### config.mk
export PLATFORM = sky130hd
export DESIGN_NAME = t16_mem_system
export DESIGN_NICKNAME = d
export VERILOG_FILES = /design/src/rtl/t16_mem_system.sv
export SDC_FILE = /design/constraint.sdc
export NUM_CORES = 1
export LEC_CHECK = 0
export CORE_MARGIN = 2
export CORE_UTILIZATION = 30
export DETAILED_ROUTE_END_ITERATION = 10
export HOLD_SLACK_MARGIN = 0.15
export SYNTH_ARGS = -nofsm -noshare
export SYNTH_HDL_FRONTEND = slang
export SYNTH_SLANG_ARGS = --single-unit
export TNS_END_PERCENT = 20
### constraint.sdc
create_clock -name clk -period 3.2 [get_ports clk]
set_input_delay 0.48 -clock clk [delete_from_list [all_inputs] [get_ports clk]]
set_output_delay 0.48 -clock clk [all_outputs]
set_load 0.02 [all_outputs]
### src/rtl/t16_mem_system.sv
// ---------------------------------------------------------------------------
// t16_mem_system
//
// Memory-side responder for the T16 single-cycle core.
//
// This block holds the core's program counter. It serves instructions from a
// 32-word instruction RAM and serves the core's data port from a data RAM.
// Before the core may run, a word-wide load interface fills the instruction
// RAM.
//
// Optional feature macro: T16_MEMIO_EN
//   When this macro is defined, address 16'hFFFF becomes a memory-mapped
//   output register:
//     - writes to 16'hFFFF drive the extra io_out port;
//     - reads of 16'hFFFF return the current io_out value.
//   When it is undefined, 16'hFFFF is an ordinary out-of-range address.
//
// Parameters
//   DDEPTH     data RAM depth in 16-bit words (power of two, 2..65536)
//   NOP_INSTR  instruction word presented on instr while not running
//
// Ports
//   clk, rst_n       clock, synchronous active-low reset
//   cpc / instr      current PC and the instruction at imem[cpc]
//   nxtpc            next PC from the core, taken every RUN cycle
//   memwrite, writeaddr, writedata   data write port
//   readaddr / readdata              combinational data read port
//   ld_start, ld_valid, ld_ready, ld_data, ld_last   program load channel
//   running          high while the core is allowed to execute
//   io_out           (T16_MEMIO_EN only) memory-mapped output register
// ---------------------------------------------------------------------------
module t16_mem_system #(
   parameter int unsigned DDEPTH    = 32,
   parameter logic [15:0] NOP_INSTR = 16'h0000
) (
   input  logic        clk,
   input  logic        rst_n,
   output logic [4:0]  cpc,
   output logic [15:0] instr,
   input  logic [4:0]  nxtpc,
   input  logic        memwrite,
   input  logic [15:0] writeaddr,
   input  logic [15:0] writedata,
   input  logic [15:0] readaddr,
   output logic [15:0] readdata,
   input  logic        ld_start,
   input  logic        ld_valid,
   output logic        ld_ready,
   input  logic [15:0] ld_data,
   input  logic        ld_last,
   output logic        running
`ifdef T16_MEMIO_EN
   ,
   output logic [15:0] io_out
`endif
);

   localparam int unsigned AW        = (DDEPTH > 1) ? $clog2(DDEPTH) : 1;
   // The depth is widened to 17 bits so that DDEPTH=65536 can still be compared.
   localparam logic [16:0] DEPTH_LIM = 17'(DDEPTH);

   typedef enum logic [1:0] {
      ST_IDLE,
      ST_LOAD,
      ST_RUN
   } state_t;

   state_t      state_q, state_d;
   logic [4:0]  ld_ptr_q, ld_ptr_d;
   logic [4:0]  cpc_q, cpc_d;
   logic        imem_we;
   logic        dmem_we;
   logic        wr_in_range;
   logic        rd_in_range;

   logic [15:0] imem_q [32];
   logic [15:0] dmem_q [DDEPTH];

`ifdef T16_MEMIO_EN
   logic [15:0] io_out_q, io_out_d;
   logic        wr_is_io;
   logic        rd_is_io;
`endif

   // Address decoding for the data port. An address is in range only when it
   // falls below DDEPTH. The I/O address takes precedence over the RAM when
   // the optional register exists, which only matters when DDEPTH=65536.
   always_comb begin
      wr_in_range = ({1'b0, writeaddr} < DEPTH_LIM);
      rd_in_range = ({1'b0, readaddr} < DEPTH_LIM);
`ifdef T16_MEMIO_EN
      wr_is_io    = (writeaddr == 16'hFFFF);
      rd_is_io    = (readaddr == 16'hFFFF);
`endif
   end

   // Load/run sequencing.
   //
   // Every output is given a default value first. After that, each state
   // overrides only what it owns.
   //
   // In LOAD, a restart wins over a beat in the same cycle, and that beat is
   // discarded. The load pointer saturates at 31, so that a full 32-word load
   // cannot wrap. Outside RUN the PC is forced to 0. Because of this, the core
   // always begins executing at imem[0].
   always_comb begin
      state_d  = state_q;
      ld_ptr_d = ld_ptr_q;
      cpc_d    = 5'd0;
      imem_we  = 1'b0;
      ld_ready = 1'b0;
      running  = 1'b0;
      case (state_q)
         ST_IDLE: begin
            if (ld_start) begin
               state_d  = ST_LOAD;
               ld_ptr_d = 5'd0;
            end
         end
         ST_LOAD: begin
            ld_ready = 1'b1;
            if (ld_start) begin
               ld_ptr_d = 5'd0;
            end else if (ld_valid) begin
               imem_we = 1'b1;
               if (ld_ptr_q != 5'd31) begin
                  ld_ptr_d = ld_ptr_q + 5'd1;
               end
               if (ld_last || (ld_ptr_q == 5'd31)) begin
                  state_d = ST_RUN;
               end
            end
         end
         ST_RUN: begin
            running = 1'b1;
            cpc_d   = nxtpc;
            if (ld_start) begin
               state_d  = ST_LOAD;
               cpc_d    = 5'd0;
               ld_ptr_d = 5'd0;
            end
         end
         default: begin
            state_d = ST_IDLE;
         end
      endcase
   end

   // Data-side write enables.
   //
   // The core may only modify memory while it is running. When the optional
   // I/O register is present, a write to its address is redirected away from
   // the data RAM and into that register.
   always_comb begin
`ifdef T16_MEMIO_EN
      dmem_we  = running && memwrite && wr_in_range && !wr_is_io;
      io_out_d = io_out_q;
      if (running && memwrite && wr_is_io) begin
         io_out_d = writedata;
      end
`else
      dmem_we  = running && memwrite && wr_in_range;
`endif
   end

   // Control state registers. These use a synchronous active-low reset. The
   // RAM arrays are deliberately kept out of this block, so that a reset
   // leaves the loaded program in place.
   always_ff @(posedge clk) begin
      if (!rst_n) begin
         state_q  <= ST_IDLE;
         ld_ptr_q <= 5'd0;
         cpc_q    <= 5'd0;
`ifdef T16_MEMIO_EN
         io_out_q <= 16'h0000;
`endif
      end else begin
         state_q  <= state_d;
         ld_ptr_q <= ld_ptr_d;
         cpc_q    <= cpc_d;
`ifdef T16_MEMIO_EN
         io_out_q <= io_out_d;
`endif
      end
   end

   // Instruction and data RAM write ports. These arrays are not reset. Writes
   // are suppressed while reset is asserted, so that a reset issued in the
   // middle of a load cannot store a stray beat.
   always_ff @(posedge clk) begin
      if (rst_n && imem_we) begin
         imem_q[ld_ptr_q] <= ld_data;
      end
      if (rst_n && dmem_we) begin
         dmem_q[writeaddr[AW-1:0]] <= writedata;
      end
   end

   // Combinational read paths.
   //
   // The single-cycle core needs the instruction and the load data in the
   // same cycle it presents the address. A write in the current cycle only
   // lands at the clock edge. Because of this, a same-address read sees the
   // old value.
   always_comb begin
      cpc      = cpc_q;
      instr    = running ? imem_q[cpc_q] : NOP_INSTR;
      readdata = 16'h0000;
`ifdef T16_MEMIO_EN
      io_out   = io_out_q;
      if (rd_is_io) begin
         readdata = io_out_q;
      end else if (rd_in_range) begin
         readdata = dmem_q[readaddr[AW-1:0]];
      end
`else
      if (rd_in_range) begin
         readdata = dmem_q[readaddr[AW-1:0]];
      end
`endif
   end

endmodule
==> qor.csv, run 1 <==
stage;metric;value;unit
status;outcome;complete, but fails checks;
status;failed_checks;setup timing;
critical_path;cp.arrival;2900;ps
detailed_routing;num_vias;19200;
placement;place_ws;-147;ps
clocking;clkLatencyLatePin;690;ps
sta;post-route-period-util;1.06;
power_and_ir_drop;combinationalPowerShare;0.036;
critical_path;worstPathCellList;buf_4 -> buf_16 -> buf_8 -> mux4_2 -> mux4_2 -> clkinv_2 -> a221oi_2 -> buf_4;
sta;tns;-2150;ps
critical_path;path_class;register to primary output;
detailed_routing;drt_wl_total;95600;um
yosys;syn_area;0.0399;mm2
power_and_ir_drop;power_frac_seq;0.550;
sta;fin_ws;-182;ps
clocking;cts-root-buf;clkbuf_16;
yosys;synth-simple-area-share;0.0239;
floorplanning;dieWidth;369;um
critical_path;cp_max_fo;6;
finish;fin_area;0.0490;mm2
yosys;ys_warn_count;0;
global_route;grt_pass1_vias;20200;
sta;min_period;3380;ps
floorplanning;dieArea;0.136;mm2
finish;diodes;0;
critical_path;required;2720;ps
critical_path;critPathSlowestCell;mux4_2;
floorplanning;start_util;0.303;
clocking;cts_sinks;1036;
yosys;synth-xor-area-share;0.000439;
run;max-cap-violations;0;
yosys;synth_top_family_by_area;multiplexers;
yosys;syn_inst;1740;
power_and_ir_drop;peakVddDrop;474;uV
power_and_ir_drop;p_leak;15.4;nW
yosys;synth_compound_gate_area_share;0.0186;
finish;syn2layout_area_growth;22.7;%
critical_path;critPathLaunchType;register;
detailed_routing;detail_route.wl_per_cell;24.2;um
yosys;synth_cell_types;46;
power_and_ir_drop;power.internal;21.5;mW
yosys;yosysTopAreaCell;edfxtp_1;
detailed_routing;ant_nets;0;
sta;hold_viol_final;0;
sta;fmax;0.296;GHz
clocking;h-tree-depth;3;
sta;slew-limit-headroom;0.285;
placement;dp.cells;3735;
placement;post-dp-hpwl;59800;um
yosys;synth-seq-cells;1036;
yosys;yosysSeqAreaShare;0.776;
sta;setup_viol;16;
floorplanning;rows;133;
yosys;synth_top_area_share;0.770;
yosys;synth.most_common_cell;edfxtp_1;
yosys;synth.area.mux_share;0.166;
clocking;cts_made_buffers;99;
floorplanning;die_y;369;um
critical_path;r2r_slack;840;ps
power_and_ir_drop;clkPwrFrac;0.414;
global_route;grt_usage;0.140;
critical_path;worst_path_largest_cell_delay;540;ps
detailed_routing;dr.pass1.iters;5;
placement;gp_congestion;0.858;
placement;dpl-instance-area;0.0452;mm2
sta;worstMarginPinSlew;1070;ps
yosys;syn_avg_cell_area;22.9;um2
global_route;grt.overflow.total;0;
yosys;ys_async_sr_fraction;0;
finish;drive_above_1_share;0.349;
finish;fin_cells;3944;
finish;layout.nets;2186;
yosys;synthTopCellsByArea;edfxtp_1, mux4_2, mux2i_1, nor2_1, dfxtp_1;
placement;io_buffers;113;
clocking;clk_pin_slew_worst_paths;60;ps
min_path;worstHoldPathType;input port to register;
sta;fin_skew;53.7;ps
global_route;antenna_found_initial;3;
power_and_ir_drop;netSwitchingFraction;0.205;
sta;rsz0062_at_grt;yes;
yosys;synthTopCellsByCount;edfxtp_1, mux4_2, nor2_1, mux2i_1, buf_2;
yosys;synth_fp_nets;1820;
global_route;grt_pass1_wl;139000;um
detailed_routing;drtIter0Drc;1869;
sta;final_max_slew_viol_count;0;
clocking;cts_tree;done;
global_route;grt_start_max_net_pins;50;
detailed_routing;drcViolationCount;0;
clocking;clock_path_buffers;3;
yosys;synth_top_flop_cell;edfxtp_1;
yosys;synth-adder-area-share;0.00157;
yosys;synth-edff-count;1024;
detailed_routing;vias_per_cell;4.87;
floorplanning;coreArea;0.132;mm2
floorplanning;ios;114;
power_and_ir_drop;p_switching;5.57;mW
power_and_ir_drop;powerDensity;553;mW/mm2
critical_path;end_kind;primary output;
-- cell families (layout without fill, tap and decap cells) --
logic type / after synthesis / count (layout)
xor gates and xnor gates: 2 / 2
DFF: 1036 / 1036
and+or+nand+nor: 179 / 179
buffers and inverters: 109 / 558
AOI/OAI and AO/OA: 90 / 90
adders and majority gates: 5 / 5
muxes: 319 / 319
-- metal layers --
metal,vias to the layer above,routed length (um),global-route usage
met5,-,13,0
met4,2,1900,0.0322
met3,129,7610,0.0379
met2,715,47800,0.235
met1,10200,38300,0.180
li1,8192,-,-
-- what timing repair did --
item	4_1_cts	5_1_grt
cloned	6	0
hold buffers	0	0
endpoints found under the setup margin	32	21
pin swaps	9	2
buffers inserted	16	5
gates resized for setup	138	15
-- cells in the final DEF, fill, tap and decap left out, types with 7 or more instances in the layout --
master and instances:
buf_4 175, nand3b_1 8, a221oi_2 11, clkbuf_1 21
edfxtp_1 1024, and2_1 7, clkinv_2 35, nand2_1 19
buf_12 64, o22ai_1 29, dfxtp_1 9, clkbuf_16 99
mux2i_1 39, dlygate4sd2_1 13, nor2_2 25, nor2_1 63
and3_1 17, clkinv_1 26, mux4_2 273, o221ai_1 9
buf_6 11, a22oi_1 15, clkdlybuf4s50_1 78
-- final cells by class --
type | count | area, um2
flip-flops and latches | 1036 | 31000
multi-input cells | 595 | 8660
well taps | 1755 | 2200
repair buffers | 356 | 3900
clock buffers | 120 | 2560
fillers | 11900 | 82800
clock inverters | 64 | 553
inverters | 18 | 91.3
-- state kept, by name, summed over array words and instances (netlist names) --
register  cells
state_q       2
cpc           5
dmem_q      512
imem_q      512
ld_ptr_q      5
-- power by group through the flow --
| stage | logic, mW | registers (mW) | clock network [mW] |
|---|---|---|---|
| 2_1_floorplan | 0.351 | 15.2 | 0 |
| 3_3_place_gp | 0.945 | 15.2 | 0 |
| 3_5_place_dp | 0.970 | 15.2 | 0 |
| 4_1_cts | 0.981 | 14.9 | 11.5 |
| 5_1_grt | 1.03 | 14.9 | 12.0 |
| 6_report | 0.977 | 14.9 | 11.2 |
-- worst paths after layout --
| check | from | endpoint | cells past startpoint |
|---|---|---|---|
| setup reg to reg | state_q[0] | imem_q[7][3] | 5 |
| hold reg to reg | ld_ptr_q[1] | ld_ptr_q[1] | 2 |
| hold / removal | nxtpc[1] | cpc[1] | 2 |
| setup / recovery | cpc[0] | instr[0] | 8 |
-- metrics by stage --
step | total power, mW | util | hold slack [ps]
5_1_grt | 27.9 | 0.371 | 320
4_1_cts | 27.3 | 0.371 | 301
3_5_place_dp | 16.2 | 0.343 | 516
2_1_floorplan | 15.6 | - | 482
3_3_place_gp | 16.1 | 0.343 | 502
6_report | 27.1 | 0.371 | 351
-- critical path: cells and delay by family (launching register included) --
family / cells / cell delay [ps]
multiplexers: 2 / 1040
buffers and inverters: 5 / 690
flip-flops: 1 / 420
AO/OA/AOI/OAI: 1 / 50
Power figures use the tool's default switching activity.
==> run 2: changes to the inputs <==
Settings changed: CORE_UTILIZATION 30 to 60, PLACE_DENSITY from default to 0.78.
==> qor.csv, run 2 (synthesized netlist as in run 1, its figures left out) <==
stage;metric;value;unit;change
status;outcome;complete, but fails checks;;
status;failed_checks;setup timing;;
placement;gp_congestion;0.926;;+8.0%
min_path;worst_hold_startpoint;nxtpc[2];;
finish;syn2layout_area_growth;18.3;%;
critical_path;path_class;register to primary output;;
floorplanning;start_util;0.606;;+0.303
finish;fin_area;0.0472;mm2;-3.6%
critical_path;rr_endpoint;dmem_q[3][5];;
sta;rsz0062_at_grt;yes;;
power_and_ir_drop;powerDensity;587;mW/mm2;+6.1%
power_and_ir_drop;p_leak;15.1;nW;-1.7%
power_and_ir_drop;p_switching;5.52;mW;-0.82%
sta;worstMarginPinSlew;1170;ps;+99.8 ps
min_path;hold_end;cpc[2];;
finish;layout_commonest_cell;edfxtp_1;;
critical_path;required;2720;ps;about the same
finish;regArea;0.0310;mm2;about the same
sta;slew-limit-headroom;0.218;;-0.0667
global_route;grt_start_max_net_pins;66;;+32%
critical_path;cp-startpoint;cpc[0];;
detailed_routing;num_vias;20200;;+5.2%
clocking;h-tree-depth;3;;unchanged
clocking;clkLatencyLatePin;670;ps;-20 ps
detailed_routing;drtIter0Drc;3032;;+62%
detailed_routing;ant_nets;0;;unchanged
run;max-cap-violations;0;;unchanged
global_route;grt_pass1_wl;140000;um;+0.43%
floorplanning;die_y;262;um;-29%
floorplanning;dieWidth;262;um;-29%
finish;n_fill_cell;3633;;-70%
critical_path;rr_startpoint;state_q[0];;
clocking;cts_hold_buf;0;;unchanged
critical_path;r2r_slack;830;ps;about the same
finish;layout_common_cells;edfxtp_1, mux4_2, buf_4;;
min_path;worstHoldPathType;input port to register;;
sta;hold_viol_final;0;;unchanged
global_route;grt_usage;0.288;;+0.148
clocking;clock_path_buffers;3;;unchanged
clocking;clk_pin_slew_worst_paths;60;ps;about the same
critical_path;cp_max_fo;14;;+8
sta;final_max_slew_viol_count;0;;unchanged
detailed_routing;dr.pass1.iters;6;;+1
global_route;grt.overflow.total;0;;unchanged
floorplanning;ios;114;;unchanged
clocking;cts_tree;done;;
power_and_ir_drop;power.internal;22.2;mW;+3.2%
detailed_routing;vias_per_cell;6.73;;+38%
finish;drive_above_1_share;0.322;;-0.0266
critical_path;r2r_cells;6;;+1
power_and_ir_drop;netSwitchingFraction;0.199;;-0.00636
min_path;holdPathStages;2;;unchanged
detailed_routing;drcViolationCount;0;;unchanged
clocking;cts-root-buf;clkbuf_16;;
sta;setup_viol;15;;-1
sta;fin_skew;26.4;ps;-27.3 ps
power_and_ir_drop;clkPwrFrac;0.429;;+0.015
sta;post-route-period-util;1.03;;-0.0246
critical_path;end_kind;primary output;;
placement;io_buffers;113;;unchanged
floorplanning;rows;94;;-29%
clocking;cts_made_buffers;98;;-1.0%
sta;fmax;0.303;GHz;+2.4%
finish;final_util;0.717;;+0.345
sta;fin_ws;-103;ps;+78.9 ps
power_and_ir_drop;combinationalPowerShare;0.033;;-0.003
critical_path;cp.arrival;2820;ps;-80 ps
floorplanning;dieArea;0.0686;mm2;-50%
sta;min_period;3300;ps;-78.9 ps
floorplanning;coreArea;0.0659;mm2;-50%
finish;multiInputGateArea;0.00854;mm2;-1.3%
global_route;grt_pass1_vias;20700;;+2.6%
finish;layout.nets;2144;;-1.9%
detailed_routing;detail_route.wl_per_cell;32.1;um;+33%
power_and_ir_drop;peakVddDrop;689;uV;+45%
placement;post-dp-hpwl;54600;um;-8.7%
critical_path;critPathLaunchType;register;;
placement;dpl-instance-area;0.0435;mm2;-3.7%
clocking;cts_sinks;1036;;unchanged
power_and_ir_drop;power_frac_seq;0.538;;-0.012
global_route;antenna_found_initial;4;;+1
detailed_routing;drt_wl_total;96600;um;+1.1%
## run 2: cell types whose count changed in the layout (fill, tap and decap cells not counted), sizes merged
cell | before | now
inv | 7 | 10
bufinv | 6 | 14
buf | 261 | 217
diode | 0 | 1
dlymetal6s2s | 3 | 2
clkbuf | 120 | 130
clkinv | 67 | 42
clkinvlp | 2 | 4
dlygate4sd2 | 13 | 14
## run 2: layout make-up
class,count,share of cell area
sequential,1036,0.657
multi-input combinational,595,0.181
timing repair buffer,315,0.0684
clock buffer,127,0.0556
tap,864,0.0229
clock inverter,52,0.0137
inverter,18,0.00172
antenna,1,0.0000530
## run 2: per-layer routing
layer	GRT usage	part of all wire	up-vias
met2	0.489	0.51	1367
met3	0.0507	0.091	283
met4	0.117	0.047	4
li1	-	-	8064
met5	0	0.00024	-
met1	0.375	0.35	10500
## run 2: critical path: stages, from the launching register on
cell and delay [ps]:
dfxtp_4 410, buf_4 150, buf_16 170, mux4_2 530, mux4_2 500, inv_2 100
a221oi_2 110, buf_4 190
## run 2: what timing repair did
item                                    in CTS  in global routing
cloned                                       2                  3
buffers inserted                            11                  6
resized for setup                          123                 23
endpoints found under the setup margin      32                 19
pin swaps                                    2                  3
## run 2: power groups by stage
| stage | combinational, mW | sequential [mW] | clock [mW] |
|---|---|---|---|
| floorplan | 0.351 | 15.2 | 0 |
| global placement | 0.855 | 15.2 | 0 |
| detailed placement | 0.886 | 15.2 | 0 |
| CTS | 0.911 | 14.9 | 12.0 |
| global route | 0.968 | 14.9 | 12.4 |
| finish | 0.929 | 14.9 | 11.9 |
## run 2: worst max path at each step
stage,to,slack (ps),cells past startpoint
floorplan,dmem_q[28][0],270,4
global placement,readdata[4],-160,7
detailed placement,readdata[13],-250,7
CTS,instr[1],-140,6
global route,instr[4],-150,7
finish,instr[1],-100,7
## run 2: stage by stage
stage / setup TNS, ps / std cells / power (mW) / setup WS (ps) / hold slack [ps]
5_1_grt: -1960 / 3007 / 28.3 / -153 / 380
3_5_place_dp: -2890 / 2808 / 16.1 / -253 / 520
6_report: -1050 / 3008 / 27.7 / -103 / 389
3_3_place_gp: -1440 / 2808 / 16.0 / -164 / 503
2_1_floorplan: 0 / 1740 / 15.6 / 270 / 482
4_1_cts: -1540 / 2998 / 27.8 / -142 / 362
==> run 3: changes to the inputs <==
Settings changed: CORE_UTILIZATION 60 to 45, PLACE_DENSITY 0.78 to default, SKIP_CTS_REPAIR_TIMING from default to 1.
==> qor.csv, run 3 (synthesized netlist as in run 1, its figures left out) <==
stage;metric;value;unit;change
critical_path;r2r_cells;5;;-1
detailed_routing;dr.pass1.iters;5;;-1
power_and_ir_drop;peakVddDrop;549;uV;-20%
floorplanning;die_y;302;um;+15%
floorplanning;coreArea;0.0881;mm2;+34%
global_route;grt_usage;0.208;;-0.0794
finish;layout_common_cells;edfxtp_1, mux4_2, buf_4;;
power_and_ir_drop;power.internal;22.0;mW;-0.71%
clocking;cts_sinks;1036;;unchanged
critical_path;path_class;register to primary output;;
clocking;cts-root-buf;clkbuf_16;;
run;max-cap-violations;0;;unchanged
critical_path;critPathSlowestCell;mux4_2;;
floorplanning;dieArea;0.0911;mm2;+33%
detailed_routing;vias_per_cell;5.79;;-14%
sta;hold_viol_final;0;;unchanged
critical_path;path_buf_inv;5;;+1
critical_path;worst_path_largest_cell_delay;490;ps;-40 ps
critical_path;cp.arrival;2990;ps;+170 ps
placement;gp_congestion;0.849;;-8.3%
sta;final_max_slew_viol_count;0;;unchanged
placement;post-dp-hpwl;57700;um;+5.6%
power_and_ir_drop;p_leak;15.5;nW;+2.8%
clocking;clock_path_buffers;3;;unchanged
critical_path;r2r_slack;920;ps;+90 ps
global_route;grt.overflow.total;0;;unchanged
sta;worstMarginPinSlew;1050;ps;-123 ps
min_path;worstHoldPathType;input port to register;;
placement;dp.cells;3128;;+11%
detailed_routing;drtIter0Drc;1744;;-42%
sta;rsz0062_at_grt;yes;;
global_route;grt_pass1_vias;19900;;-3.9%
critical_path;rr_endpoint;imem_q[3][0];;
detailed_routing;ant_nets;0;;unchanged
min_path;holdPathStages;2;;unchanged
detailed_routing;drt_wl_total;93600;um;-3.1%
global_route;grt_pass1_wl;136000;um;-2.2%
placement;place_ws;-309;ps;-56.5 ps
clocking;h-tree-depth;3;;unchanged
clocking;clk_pin_slew_worst_paths;60;ps;about the same
power_and_ir_drop;combinationalPowerShare;0.034;;about the same
global_route;antenna_found_initial;0;;-4
status;outcome;complete, but fails checks;;
power_and_ir_drop;power_frac_seq;0.540;;+0.002
min_path;hold_end;cpc[3];;
floorplanning;rows;109;;+16%
placement;io_buffers;113;;unchanged
sta;min_period;3470;ps;+168 ps
critical_path;worstPathCellList;buf_6 -> buf_16 -> mux4_2 -> mux4_2 -> clkinv_1 -> a221oi_1 -> buf_4 -> dlymetal6s2s_1;;
global_route;grt_start_max_net_pins;40;;-39%
detailed_routing;drcViolationCount;0;;unchanged
detailed_routing;num_vias;19300;;-4.5%
floorplanning;dieWidth;302;um;+15%
critical_path;rr_startpoint;state_q[0];;
power_and_ir_drop;p_switching;5.55;mW;+0.62%
critical_path;crit_top_cell;mux4_2;;
clocking;cts_tree;done;;
sta;fmax;0.288;GHz;-4.8%
min_path;worst_hold_startpoint;nxtpc[3];;
finish;drive_above_1_share;0.330;;+0.00736
sta;post-route-period-util;1.08;;+0.0524
finish;layout.nets;2167;;+1.1%
status;failed_checks;setup timing;;
finish;syn2layout_area_growth;20.6;%;
power_and_ir_drop;netSwitchingFraction;0.201;;+0.00213
critical_path;required;2720;ps;about the same
critical_path;critPathTopFamily;multiplexers;;
floorplanning;start_util;0.453;;-0.153
clocking;cts_made_buffers;105;;+7.1%
power_and_ir_drop;powerDensity;573;mW/mm2;-2.4%
finish;fin_cells;3337;;+11%
critical_path;end_kind;primary output;;
critical_path;cp_max_fo;7;;-7
clocking;clkLatencyLatePin;680;ps;about the same
finish;layout_commonest_cell;edfxtp_1;;
sta;fin_skew;17.9;ps;-8.49 ps
finish;n_fill_cell;6688;;+84%
sta;setup_viol;15;;unchanged
detailed_routing;detail_route.wl_per_cell;28.1;um;-13%
power_and_ir_drop;power;27.6;mW;-0.45%
floorplanning;ios;114;;unchanged
critical_path;critPathLaunchType;register;;
sta;fin_ws;-271;ps;-168 ps
sta;slew-limit-headroom;0.301;;+0.0826
sta;tns;-2660;ps;-1610 ps
power_and_ir_drop;clkPwrFrac;0.426;;-0.003
## run 3: changes by cell type in the layout (fill, tap and decap cells not counted), sizes merged
cell,delta
clkinvlp,-1
bufinv,-6
dlygate4sd2,-14
clkinv,+18
buf,+8
inv,+4
bufbuf,-1
dlymetal6s2s,+17
clkbuf,+3
## run 3: power by group through the flow
stage / logic [mW] / clock network (mW) / registers (mW)
after floorplan: 0.351 / 0 / 15.2
after global placement: 0.913 / 0 / 15.2
after detailed placement: 0.929 / 0 / 15.2
after CTS: 0.931 / 12.0 / 14.9
after global routing: 0.985 / 12.6 / 14.9
final: 0.926 / 11.8 / 14.9
## run 3: worst max-delay path by stage
| stage | cells after the start | end | slack, ps | from |
|---|---|---|---|---|
| after floorplan | 4 | dmem_q[28][0] | 270 | writeaddr[13] |
| after global placement | 5 | readdata[7] | -190 | readaddr[2] |
| after detailed placement | 5 | readdata[15] | -310 | readaddr[2] |
| after CTS | 7 | instr[2] | -640 | cpc[0] |
| after global routing | 8 | instr[7] | -320 | cpc[0] |
| final | 8 | instr[11] | -270 | cpc[0] |
## run 3: layout make-up
type / count / area (um2) / share of cell area
Sequential cell: 1036 / 31000 / 0.644
Multi-Input combinational cell: 595 / 8510 / 0.177
Timing Repair Buffer: 331 / 3790 / 0.0788
Clock buffer: 124 / 2740 / 0.0570
Tap cell: 1165 / 1460 / 0.0303
Clock inverter: 67 / 561 / 0.0116
Inverter: 18 / 71.3 / 0.00148
Antenna cell: 1 / 2.50 / 0.0000520
## run 3: per-layer routing
metal	up-vias	share of wire	global-route usage
met1	10300	0.40	0.282
met2	756	0.50	0.348
met3	151	0.069	0.0360
met5	-	0	0
li1	8146	-	-
met4	0	0.027	0.0658
## run 3: stage by stage
stage	hold WS (ps)	utilization	cell area (um2)
CTS	346	0.542	47800
detailed placement	521	0.505	44500
finish	380	0.546	48100
global route	371	0.546	48100
floorplan	482	-	39900
global placement	503	0.505	44500
